[config.mk]
export PLATFORM = sky130hd
export DESIGN_NAME = fetch_unit
export DESIGN_NICKNAME = d
export VERILOG_FILES = /design/src/rtl/mips_pkg.sv /design/src/rtl/fetch_queue.sv /design/src/rtl/fetch_unit.sv
export SDC_FILE = /design/constraint.sdc
export NUM_CORES = 1
export LEC_CHECK = 0
export CAP_MARGIN = 40
export CELL_PAD_IN_SITES_DETAIL_PLACEMENT = 1
export CELL_PAD_IN_SITES_GLOBAL_PLACEMENT = 1
export CORE_ASPECT_RATIO = 0.9
export CORE_MARGIN = 10
export CORE_UTILIZATION = 44
export CTS_CLUSTER_DIAMETER = 50
export DETAILED_ROUTE_END_ITERATION = 7
export GPL_TIMING_DRIVEN = 0
export PLACE_DENSITY = 0.9
export SYNTH_ARGS = -nofsm -noshare
export SYNTH_HDL_FRONTEND = slang
export SYNTH_SLANG_ARGS = --single-unit
[constraint.sdc]
create_clock -name clk -period 5.81 [get_ports clk]
set_input_delay 1.162 -clock clk [delete_from_list [all_inputs] [get_ports clk]]
set_output_delay 1.162 -clock clk [all_outputs]
set_load 0.03 [all_outputs]
[src/rtl/mips_pkg.sv]
// ----------------------------------------------------------------------------
// mips_pkg: shared widths, reset PC and fetch-queue entry type for the front end.
// Revision 1.0
// ----------------------------------------------------------------------------
`default_nettype none

package mips_pkg;

  localparam int INSTR_W = 32;
  localparam logic [31:0] RESET_PC_DEFAULT = 32'h0000_0000;

  typedef struct packed {
    logic [INSTR_W-1:0] instr;
    logic [31:0]        pc;
  } fetch_entry_t;

  function automatic logic [31:0] word_align(input logic [31:0] addr);
    return addr & 32'hFFFF_FFFC;
  endfunction

endpackage

`default_nettype wire

[src/rtl/fetch_queue.sv]
// ----------------------------------------------------------------------------
// fetch_queue: synchronous FIFO of fetch entries; flush wins over push.
// Revision 1.0
// ----------------------------------------------------------------------------
`default_nettype none

module fetch_queue
  import mips_pkg::*;
#(
  parameter int DEPTH = 4
) (
  input  logic                     clk,
  input  logic                     reset,
  input  logic                     flush,
  input  logic                     push,
  input  fetch_entry_t             push_data,
  input  logic                     pop,
  output fetch_entry_t             head,
  output logic [$clog2(DEPTH):0]   count,
  output logic                     empty
);

  localparam int AW = $clog2(DEPTH);

  fetch_entry_t  mem_q [DEPTH];
  fetch_entry_t  mem_d [DEPTH];
  logic [AW-1:0] head_q, head_d;
  logic [AW-1:0] tail_q, tail_d;
  logic [AW:0]   count_q, count_d;
  logic          do_pop;

  assign do_pop = pop && (count_q != '0);

  always_comb begin
    mem_d   = mem_q;
    head_d  = head_q;
    tail_d  = tail_q;
    count_d = count_q;
    if (flush) begin
      head_d  = '0;
      tail_d  = '0;
      count_d = '0;
    end else begin
      if (push) begin
        mem_d[tail_q] = push_data;
        tail_d        = tail_q + 1'b1;
      end
      if (do_pop) begin
        head_d = head_q + 1'b1;
      end
      case ({push, do_pop})
        2'b10:   count_d = count_q + 1'b1;
        2'b01:   count_d = count_q - 1'b1;
        default: count_d = count_q;
      endcase
    end
  end

  always_ff @(posedge clk) begin
    if (reset) begin
      head_q  <= '0;
      tail_q  <= '0;
      count_q <= '0;
    end else begin
      head_q  <= head_d;
      tail_q  <= tail_d;
      count_q <= count_d;
    end
  end

  // Storage needs no reset: the head is masked whenever the queue is empty.
  always_ff @(posedge clk) begin
    mem_q <= mem_d;
  end

  assign empty = (count_q == '0);
  assign count = count_q;
  assign head  = empty ? '0 : mem_q[head_q];

endmodule

`default_nettype wire

[src/rtl/fetch_unit.sv]
// ----------------------------------------------------------------------------
// fetch_unit: fetch PC, one-cycle imem request tracking and decode-side queue.
// Revision 1.0
// ----------------------------------------------------------------------------
`default_nettype none

module fetch_unit
  import mips_pkg::*;
#(
  parameter int          QDEPTH   = 4,
  parameter logic [31:0] RESET_PC = RESET_PC_DEFAULT
) (
  input  logic               clk,
  input  logic               reset,
  output logic               imem_req,
  output logic [31:0]        imem_addr,
  input  logic [INSTR_W-1:0] imem_rdata,
  input  logic               redirect,
  input  logic [31:0]        redirect_pc,
  output logic               out_valid,
  input  logic               out_ready,
  output logic [INSTR_W-1:0] out_instr,
  output logic [31:0]        out_pc,
  output logic [31:0]        out_pcplus4
);

  localparam int CW = $clog2(QDEPTH) + 1;

  logic [31:0]  fetch_pc_q, fetch_pc_d;
  logic [31:0]  inflight_pc_q, inflight_pc_d;
  logic         inflight_q, inflight_d;
  logic [CW-1:0] count;
  logic [CW:0]  occupancy;
  logic         has_room;
  logic         push, pop, empty;
  logic [31:0]  target;
  fetch_entry_t head, push_entry;

  assign target    = word_align(redirect_pc);
  // Reserve a slot for every outstanding request so a response always fits.
  assign occupancy = {1'b0, count} + {{CW{1'b0}}, inflight_q};
  assign has_room  = (occupancy < (CW+1)'(QDEPTH));

  always_comb begin
    imem_req      = 1'b0;
    imem_addr     = fetch_pc_q;
    fetch_pc_d    = fetch_pc_q;
    inflight_d    = 1'b0;
    inflight_pc_d = inflight_pc_q;
    if (reset) begin
      imem_addr  = RESET_PC;
      fetch_pc_d = RESET_PC;
    end else if (redirect) begin
      imem_req      = 1'b1;
      imem_addr     = target;
      fetch_pc_d    = target + 32'd4;
      inflight_d    = 1'b1;
      inflight_pc_d = target;
    end else if (has_room) begin
      imem_req      = 1'b1;
      fetch_pc_d    = fetch_pc_q + 32'd4;
      inflight_d    = 1'b1;
      inflight_pc_d = fetch_pc_q;
    end
  end

  always_ff @(posedge clk) begin
    if (reset) begin
      fetch_pc_q    <= RESET_PC;
      inflight_q    <= 1'b0;
      inflight_pc_q <= RESET_PC;
    end else begin
      fetch_pc_q    <= fetch_pc_d;
      inflight_q    <= inflight_d;
      inflight_pc_q <= inflight_pc_d;
    end
  end

  // A response landing in a redirect cycle belongs to the abandoned path.
  assign push             = inflight_q && !redirect;
  assign pop              = !empty && out_ready;
  assign push_entry.instr = imem_rdata;
  assign push_entry.pc    = inflight_pc_q;

  fetch_queue #(
    .DEPTH(QDEPTH)
  ) u_queue (
    .clk       (clk),
    .reset     (reset),
    .flush     (redirect),
    .push      (push),
    .push_data (push_entry),
    .pop       (pop),
    .head      (head),
    .count     (count),
    .empty     (empty)
  );

  assign out_valid   = !empty;
  assign out_instr   = head.instr;
  assign out_pc      = head.pc;
  assign out_pcplus4 = empty ? 32'd0 : head.pc + 32'd4;

endmodule

`default_nettype wire
### After elaboration in Yosys (flattened, before gate mapping)

Index checks and enable logic that the tools add are counted.

| word-level totals | value |
|---|---|
| input bits | 68 |
| register bits after elaboration | 328 |
| output and inout bits | 130 |
| word-level logic and storage cells | 62 |

| operators by class | value |
|---|---|
| reduce and logical (&&, ||, !) cells | 12 |
| $add $sub $neg | 8 |
| multiplexer cells | 18 |
| equal/unequal tests | 2 |
| bitwise operators | 3 |
| $lt $le $gt $ge | 4 |

Operators with widths:

| cell | number |
|---|---|
| bitwise mux 256 bit | 1 |
| two-way mux 64 bit | 4 |
| two-way mux 32 bit | 7 |
| binary-select mux 64 bit (select 2 bit) | 1 |
| demux 64 bit (select 2 bit) | 1 |
| adder 32 x 3 -> 32 bit (second input constant) | 3 |
| greater-or-equal comparator 3 bit (second input constant) | 2 |
| NOT 2 -> 3 bit | 2 |
| one-hot mux 3 bit (2 select lines) | 1 |
| adder 2 x 1 -> 2 bit (second input constant) | 2 |
| adder 3 x 1 -> 4 bit | 1 |
| logical AND 1 bit | 4 |
| less-than comparator 4 x 3 -> 1 bit (second input constant) | 1 |
| nonzero test 2 bit | 2 |
| adder 3 x 1 -> 3 bit (second input constant) | 1 |
| zero test 3 bit | 1 |
| less-than comparator 3 x 1 -> 1 bit (second input constant) | 1 |
| two-way mux 1 bit | 3 |
| nonzero test 3 bit | 1 |
| subtractor 3 x 1 -> 3 bit (second input constant) | 1 |
| == test 2 x 1 -> 1 bit (second input constant) | 1 |
| == test 2 bit (second input constant) | 1 |
| zero test 1 bit | 2 |
| AND reduction 2 bit | 1 |
| other kinds (2) | 2 |

### Longest topological paths before layout

| depth | value |
|---|---|
| depth in word-level cells | 7 |
| depth in mapped cells | 14 |
| gate-level depth less buffers | 9 |

### Cells and area by module

Synthesis repeated with hierarchy kept, for this count alone.

| unflattened totals | value |
|---|---|
| cells, all modules | 1084 |
| area, all modules | 14629.0 um^2 |

By module, submodules not included:

| module | area each (um^2) | cells an instance | times used |
|---|---|---|---|
| fetch_queue | 10074.7 | 453 | 1 |
| fetch_unit | 4554.4 | 631 | 1 |

### Worst setup path after synthesis

No wires, ideal clock.

| path | value |
|---|---|
| path type | input to output |
| from | input port redirect |
| to | output port imem_addr[22] |
| arrival time | 3.238 ns |
| slack | 1.410 ns |
| stages | 8 |
| cells stage by stage | buf_4 buf_2 buf_2 clkbuf_1 buf_2 buf_1 mux2i_1 nor2_1 |

| between the ends | value |
|---|---|
| longest elaborated chain between the ends | 2 |

Ends and longest elaborated chain:

| item | line | text |
|---|---|---|
| start: declaration | fetch_unit.sv:18 | `input logic redirect,` |
| two-way mux 32 bit | fetch_unit.sv:53 | `end else if (redirect) begin` |
| two-way mux 32 bit | fetch_unit.sv:50 | `if (reset) begin` |
| end: declaration | fetch_unit.sv:16 | `output logic [31:0] imem_addr,` |

No other way between the ends.

### Final worst setup path

| path | value |
|---|---|
| from | register u_queue.count_q[0], in the netlist u_queue.count[0] |
| to | output port out_pcplus4[20] |

| between the ends | value |
|---|---|
| longest elaborated chain between the ends | 4 |

Ends and longest elaborated chain:

| item | line | text |
|---|---|---|
| start: declaration | fetch_queue.sv:29 | `logic [AW:0] count_q, count_d;` |
| start signal: assignment | fetch_queue.sv:67 | `count_q <= count_d;` |
| zero test 3 bit (*) | fetch_queue.sv:76 | `assign empty = (count_q == '0);` |
| two-way mux 64 bit | fetch_queue.sv:78 | `assign head = empty ? '0 : mem_q[head_q];` |
| adder 32 x 3 -> 32 bit | fetch_unit.sv:102 | `assign out_pcplus4 = empty ? 32'd0 : head.pc + 32'd4;` |
| two-way mux 32 bit (*) | fetch_unit.sv:102 |  |
| end: declaration | fetch_unit.sv:24 | `output logic [31:0] out_pcplus4` |

Mark *: on every way between the ends. The rest lies on a longest branch, timed or not.

==> impl_metrics.py <==
metrics = {
    "outcome": {
        "status": "finished clean",
    },
    "final_layout": {
        "mostFrequentLayoutCells": "edfxtp_1 (248), clkdlybuf4s50_1 (188), nor2_1 (112)",
        "drive_gt1_share_pct": 13.0,
        "post-route-util_pct": 57.0,
        "syn_to_final_growth_pct": 27.3,
        "n_fill_cell": 3153,
        "multi_input_area_mm2": 0.00517,
        "nets": 1370,
        "final_common_cell": "edfxtp_1",
        "seqCellArea_mm2": 0.00881,
    },
    "cts": {
        "clock-sinks": 316,
        "htree_levels": 2,
        "numCtsBuffers": 37,
        "path_clk_slew_ns": 0.06,
        "clk_latency_ns": 0.54,
        "clockBufferDepth": 3,
        "cts-root-buf": "clkbuf_16",
        "cts_setup_buffers": 0,
        "tritoncts": "yes",
        "ctsHoldBuffers": 0,
    },
    "flow_run": {
        "max-cap-violations": 0,
    },
    "critical_path": {
        "critical_path_class": "reg2out",
        "r2r_cells": 9,
        "endpoint_kind": "output port",
        "cp-start-kind": "register",
        "cp_data_arrival_time_ns": 4.49,
        "required_ns": 4.65,
        "path_max_fanout": 19,
    },
    "min_path": {
        "hold_path.class": "reg2reg",
        "holdPathStages": 2,
    },
    "placement": {
        "port_buffers": 188,
        "globalplace.congestion": 0.897,
        "place_ws_ns": -0.480,
        "dp_hpwl_um": 32400,
    },
    "floorplan": {
        "initial_core_util_pct": 44.8,
        "fp-row-count": 62,
        "die-height_um": 191,
        "die_area_mm2": 0.0402,
        "core_mm2": 0.0320,
        "die_x_um": 210,
        "io_pins": 198,
    },
    "sta": {
        "rsz0062_at_grt": "no",
        "fin_crit_ns": 5.65,
        "timing.fmax_mhz": 177,
        "tightest_slew_ns": 0.902,
        "maxSlewHeadroom_pct": 39.9,
        "hold_ws_ns": 0.475,
        "timing.final.ws_setup_ns": 0.160,
        "drv_slew": 0,
        "setup_viol": 0,
        "worst_clock_skew_ns": 0.0426,
        "final.period_utilization_pct": 97.2,
        "hold_viol": 0,
    },
    "pwr": {
        "totalPowerFinal_mw": 5.57,
        "vdd_drop_max_mv": 0.182,
        "leakagePower_nw": 6.03,
        "cellPowerDensity_mw_per_mm2": 305,
    },
    "grt": {
        "antenna_found_initial": 1,
        "grt_pass1_wl_um": 70200,
        "grt_pass1_vias": 10900,
        "globalRouteOverflowTotal": 0,
        "grt.total_usage_pct": 22.8,
        "grt_max_degree": 57,
    },
    "routing": {
        "drc": 0,
        "routed_via_density": 5.85,
        "wl_per_cell_um": 26.9,
        "first_pass_iters": 7,
        "drt_wl_total_um": 46900,
        "ant_nets": 0,
        "vias": 10200,
        "drtIter0Drc": 948,
    },
    "logic_synthesis": {
        "synthSimpleGateAreaFrac_pct": 13.3,
        "synth-seq-cells": 316,
        "synth_xor_area_share_pct": 3.36,
        "yosys_warnings": 0,
        "synth_async_sr_flop_share_pct": 0,
        "synth-compound-area-share_pct": 5.38,
        "postSynthAreaPerCell_um2": 13.6,
        "synth-edff-count": 248,
        "synth_ff_type": "edfxtp_1",
        "netlist_area_mm2": 0.0143,
        "syn-instance-count": 1058,
        "muxShareOfSynthArea_pct": 12.9,
        "synthAdderAreaFrac_pct": 0.750,
        "synth_top_family_by_area": "simple AND/OR/NAND/NOR gates",
        "yosysSeqAreaShare_pct": 61.4,
        "yosysUniqueCellTypes": 61,
    },
}
where the power goes:
group          switching (mW)  internal, mW  total, mW
clock                   0.997          1.50       2.49
combinational           0.319         0.209      0.528
sequential             0.0518          2.50       2.55
total                    1.37          4.21       5.57
synth_stat cells, types with 3 or more instances:
| master | instances | area share, % |
|---|---|---|
| o21ai_0 | 21 | 0.73 |
| a211oi_1 | 30 | 1.6 |
| mux2i_1 | 36 | 2.5 |
| or4_1 | 3 | 0.16 |
| inv_1 | 14 | 0.37 |
| edfxtp_1 | 248 | 52 |
| mux4_1 | 11 | 2.0 |
| mux2_2 | 7 | 0.55 |
| buf_4 | 8 | 0.42 |
| nand3_1 | 30 | 1.0 |
| and2_1 | 71 | 3.1 |
| nor4_1 | 14 | 0.61 |
| nand2_1 | 72 | 1.9 |
| dfxtp_1 | 68 | 9.5 |
| ha_1 | 7 | 0.61 |
| xor2_1 | 21 | 1.3 |
| o2111ai_1 | 3 | 0.18 |
| nand4_1 | 7 | 0.31 |
| buf_2 | 13 | 0.45 |
| o31ai_1 | 4 | 0.21 |
| nand3b_1 | 12 | 0.63 |
| or3_1 | 11 | 0.48 |
| a21oi_1 | 43 | 1.5 |
| xnor2_1 | 34 | 2.1 |
| nor3_1 | 17 | 0.59 |
| clkbuf_1 | 37 | 0.97 |
| buf_1 | 6 | 0.16 |
| mux4_2 | 50 | 7.9 |
| nor2_1 | 112 | 2.9 |
| and3_1 | 5 | 0.22 |
kinds of logic after synthesis:
group / Yosys count
flip-flops: 316
XOR/XNOR: 55
other: 1
adder cells (fa/ha/maj): 8
buffers and inverters: 82
AO/OA/AOI/OAI: 119
multiplexers: 104
AND/OR/NAND/NOR: 373
path summary, 6_finish.rpt:
check / to / slack, ns / from
worst max register to register: fetch_pc_q[24] / 2.74 / fetch_pc_q[3]
worst min register to register: fetch_pc_q[12] / 0.47 / fetch_pc_q[12]
worst max-delay path: out_pcplus4[20] / 0.16 / u_queue.count[0]
worst min-delay path: fetch_pc_q[12] / 0.47 / fetch_pc_q[12]
what timing repair did:
item	CTS	global route
gates resized for setup	5	1
endpoints found under the setup margin	14	5
hold endpoints to repair	0	0
sequential cells by signal, indices dropped and copies added (netlist names):
signal	count
u_queue.count	3
fetch_pc_q	30
u_queue.mem_q	248
u_queue.tail_q	2
inflight_pc_q	30
u_queue.head_q	2
inflight_q	1
metal layers:
layer  GRT usage [%]  part of all wire [%]  vias to the layer above
li1                -                     -                     4448
met1            28.6                    41                     5195
met2            38.8                    49                      432
met3            4.83                   6.8                      102
met4            7.57                   2.9                        0
met5               0                     0                        -
cell type report:
class	instances	area share, %
Sequential cell	316	48.3
Multi-Input combinational cell	665	28.3
Timing Repair Buffer	194	11.0
Clock buffer	47	5.56
Tap cell	416	2.85
Buffer	66	1.90
Clock inverter	21	1.75
Inverter	14	0.309
Antenna cell	2	0.0274
worst max-delay path, stage by stage, from the launching register on:
cell	delay, ns
dfxtp_1	0.31
clkbuf_1	0.27
nor3_2	0.09
buf_4	0.21
clkinvlp_4	0.25
clkbuf_4	0.39
and2_1	0.23
ha_1	0.44
o2111ai_1	0.37
or3_1	0.44
a21oi_1	0.23
clkdlybuf4s50_1	0.72
per-stage QoR:
step	TNS [ns]	std cells	area, µm²
2_1_floorplan	0	1063	14400
3_3_place_gp	-0.418	1667	16800
3_5_place_dp	-1.97	1673	16900
4_1_cts	0	1739	18200
5_1_grt	0	1740	18200
6_report	0	1741	18200
Power figures use the tool's default switching activity.
==> variant (same flow settings) <==
`QDEPTH`: 4 -> 8.
--- a/src/rtl/fetch_unit.sv
+++ b/src/rtl/fetch_unit.sv
@@ -7,7 +7,7 @@
 module fetch_unit
   import mips_pkg::*;
 #(
-  parameter int          QDEPTH   = 4,
+  parameter int          QDEPTH   = 8,
   parameter logic [31:0] RESET_PC = RESET_PC_DEFAULT
 ) (
   input  logic               clk,
Check against the original RTL: not settled (the Yosys comparison gave no result); the edit may change what the design does.
==> variant against the original RTL <==
Core utilization decreased by 2.5 points. Fmax decreased by 0.42%. Sequential cell count grew 251. Final area grew 61%. Wire length rose by 56%. Clock power rose by 61%. Largest power group unchanged. Area after synthesis rose by 67%. Power is 64% higher. Critical path depth fell by 3. Clock skew fell by 0.021 ns. Setup slack got worse by 0.024 ns. Highest routed layer is now met5. Sequential power grew 79%.
==> variant: results (changes against the original RTL) <==
Reg2Reg Launch Point u_queue.count[0]; met2 Usage GRT 40.1% (+1.4 points); Synth area leaders edfxtp_1 62%, mux4_2 9.3%, dfxtp_1 5.9%, mux2i_1 3.8%, nand2_1 2.6%; Post-Route WL 73,100 microns (+56%); reg2reg end u_queue.count[3]; routability cong. 0.904 (+0.74%); register area share after synthesis 68.1% (+6.7 points); Worst Setup SP redirect; status complete, no violations; Post-synth EDFFs 496 (+100%); CP endpoint imem_req; global-route wire length before repair 109,000 microns (+55%); largest net degree at the start of global routing 24 (-58%); drt pass-1 iters 5 (-2); proportion of synthesized area in mux cells 13.6% (+0.66 points); Reg2Reg Setup Slack 1.70 ns (-1.04 ns); M3 GR Usage 4.19% (-0.64 points); total track usage 22.7% (-0.17 points); met2 wire len 37,200 microns (+62%); met1 global-route usage 27.8% (-0.85 points); Final nets 1,914 (+40%); initial DRC count 1,661 (+75%); crit path DAT 4.51 ns (+0.02 ns); Worst-Skew Late Latency 0.63 ns (+0.09 ns); Post-Synth XOR/XNOR Area 2.78% (-0.58 points); CP peak stage delay 0.75 ns (+0.03 ns); via count 15,341 (+51%); fraction of layout cells with a size suffix above 1 16.2% (+3.2 points); Post-synth top cells 496 x edfxtp_1, 166 x nand2_1, 130 x nor2_1; Worst VDD drop 0.231 mV (+27%); leak pwr 9.59 nW (+59%); Netlist cell types 60 (-1.6%); Rel. slew slack 35.0% (-4.9 points); post-synthesis compound-gate area fraction 4.51% (-0.87 points); TritonCTS Buffers 58 (+57%); Worst Skew 0.0213 ns (-0.0213 ns); Detailed Place HPWL 51,200 microns (+58%); Buffers on Ports 189 (+0.53%); antenna violations before repair 2 (+1)
variant: per-stage QoR:
step / cells / hold WS [ns] / power, mW / instance area [sq um] / worst slack, ns
6_report: 2594 / 0.463 / 9.15 / 29500 / 0.137
5_1_grt: 2594 / 0.487 / 9.42 / 29500 / 0.0174
4_1_cts: 2593 / 0.466 / 9.20 / 29400 / 0.0518
3_5_place_dp: 2483 / 0.454 / 5.22 / 27300 / -0.564
3_3_place_gp: 2454 / 0.447 / 5.17 / 26800 / -3.01
2_1_floorplan: 1560 / 0.431 / 4.92 / 24000 / 0.371
variant: area by class of cell:
| type | instances | area [sq um] |
|---|---|---|
| fill | 5158 | 24700 |
| sequential | 567 | 16300 |
| multi-input combinational | 878 | 7140 |
| timing repair buffer | 220 | 2430 |
| clock buffer | 66 | 1540 |
| tap | 705 | 882 |
| buffer | 96 | 541 |
| clock inverter | 44 | 537 |
| inverter | 17 | 63.8 |
| antenna | 1 | 2.50 |
variant: worst max-delay path, delay by kind of cell:
kind	cells	cell delay, ns
buffers and inverters	6	2.58
and+or+nand+nor	2	0.73
variant: worst min path at each step:
stage	start	endpoint	slack, ns
after floorplan	fetch_pc_q[20]	fetch_pc_q[20]	0.43
after global placement	fetch_pc_q[23]	fetch_pc_q[23]	0.45
after detailed placement	fetch_pc_q[23]	fetch_pc_q[23]	0.45
after CTS	fetch_pc_q[23]	fetch_pc_q[23]	0.47
after global routing	fetch_pc_q[23]	fetch_pc_q[23]	0.49
final	fetch_pc_q[23]	fetch_pc_q[23]	0.46
variant: what timing repair did:
action                                  in CTS  in global routing
resized for setup                            9                  1
endpoints found under the setup margin      42                  1
buffers inserted                             2                  0
pin swaps                                    2                  0
variant: power breakdown:
part	switching (mW)	internal (mW)
registers	0.0715	4.49
clock network	1.67	2.34
logic	0.354	0.226
total	2.10	7.05
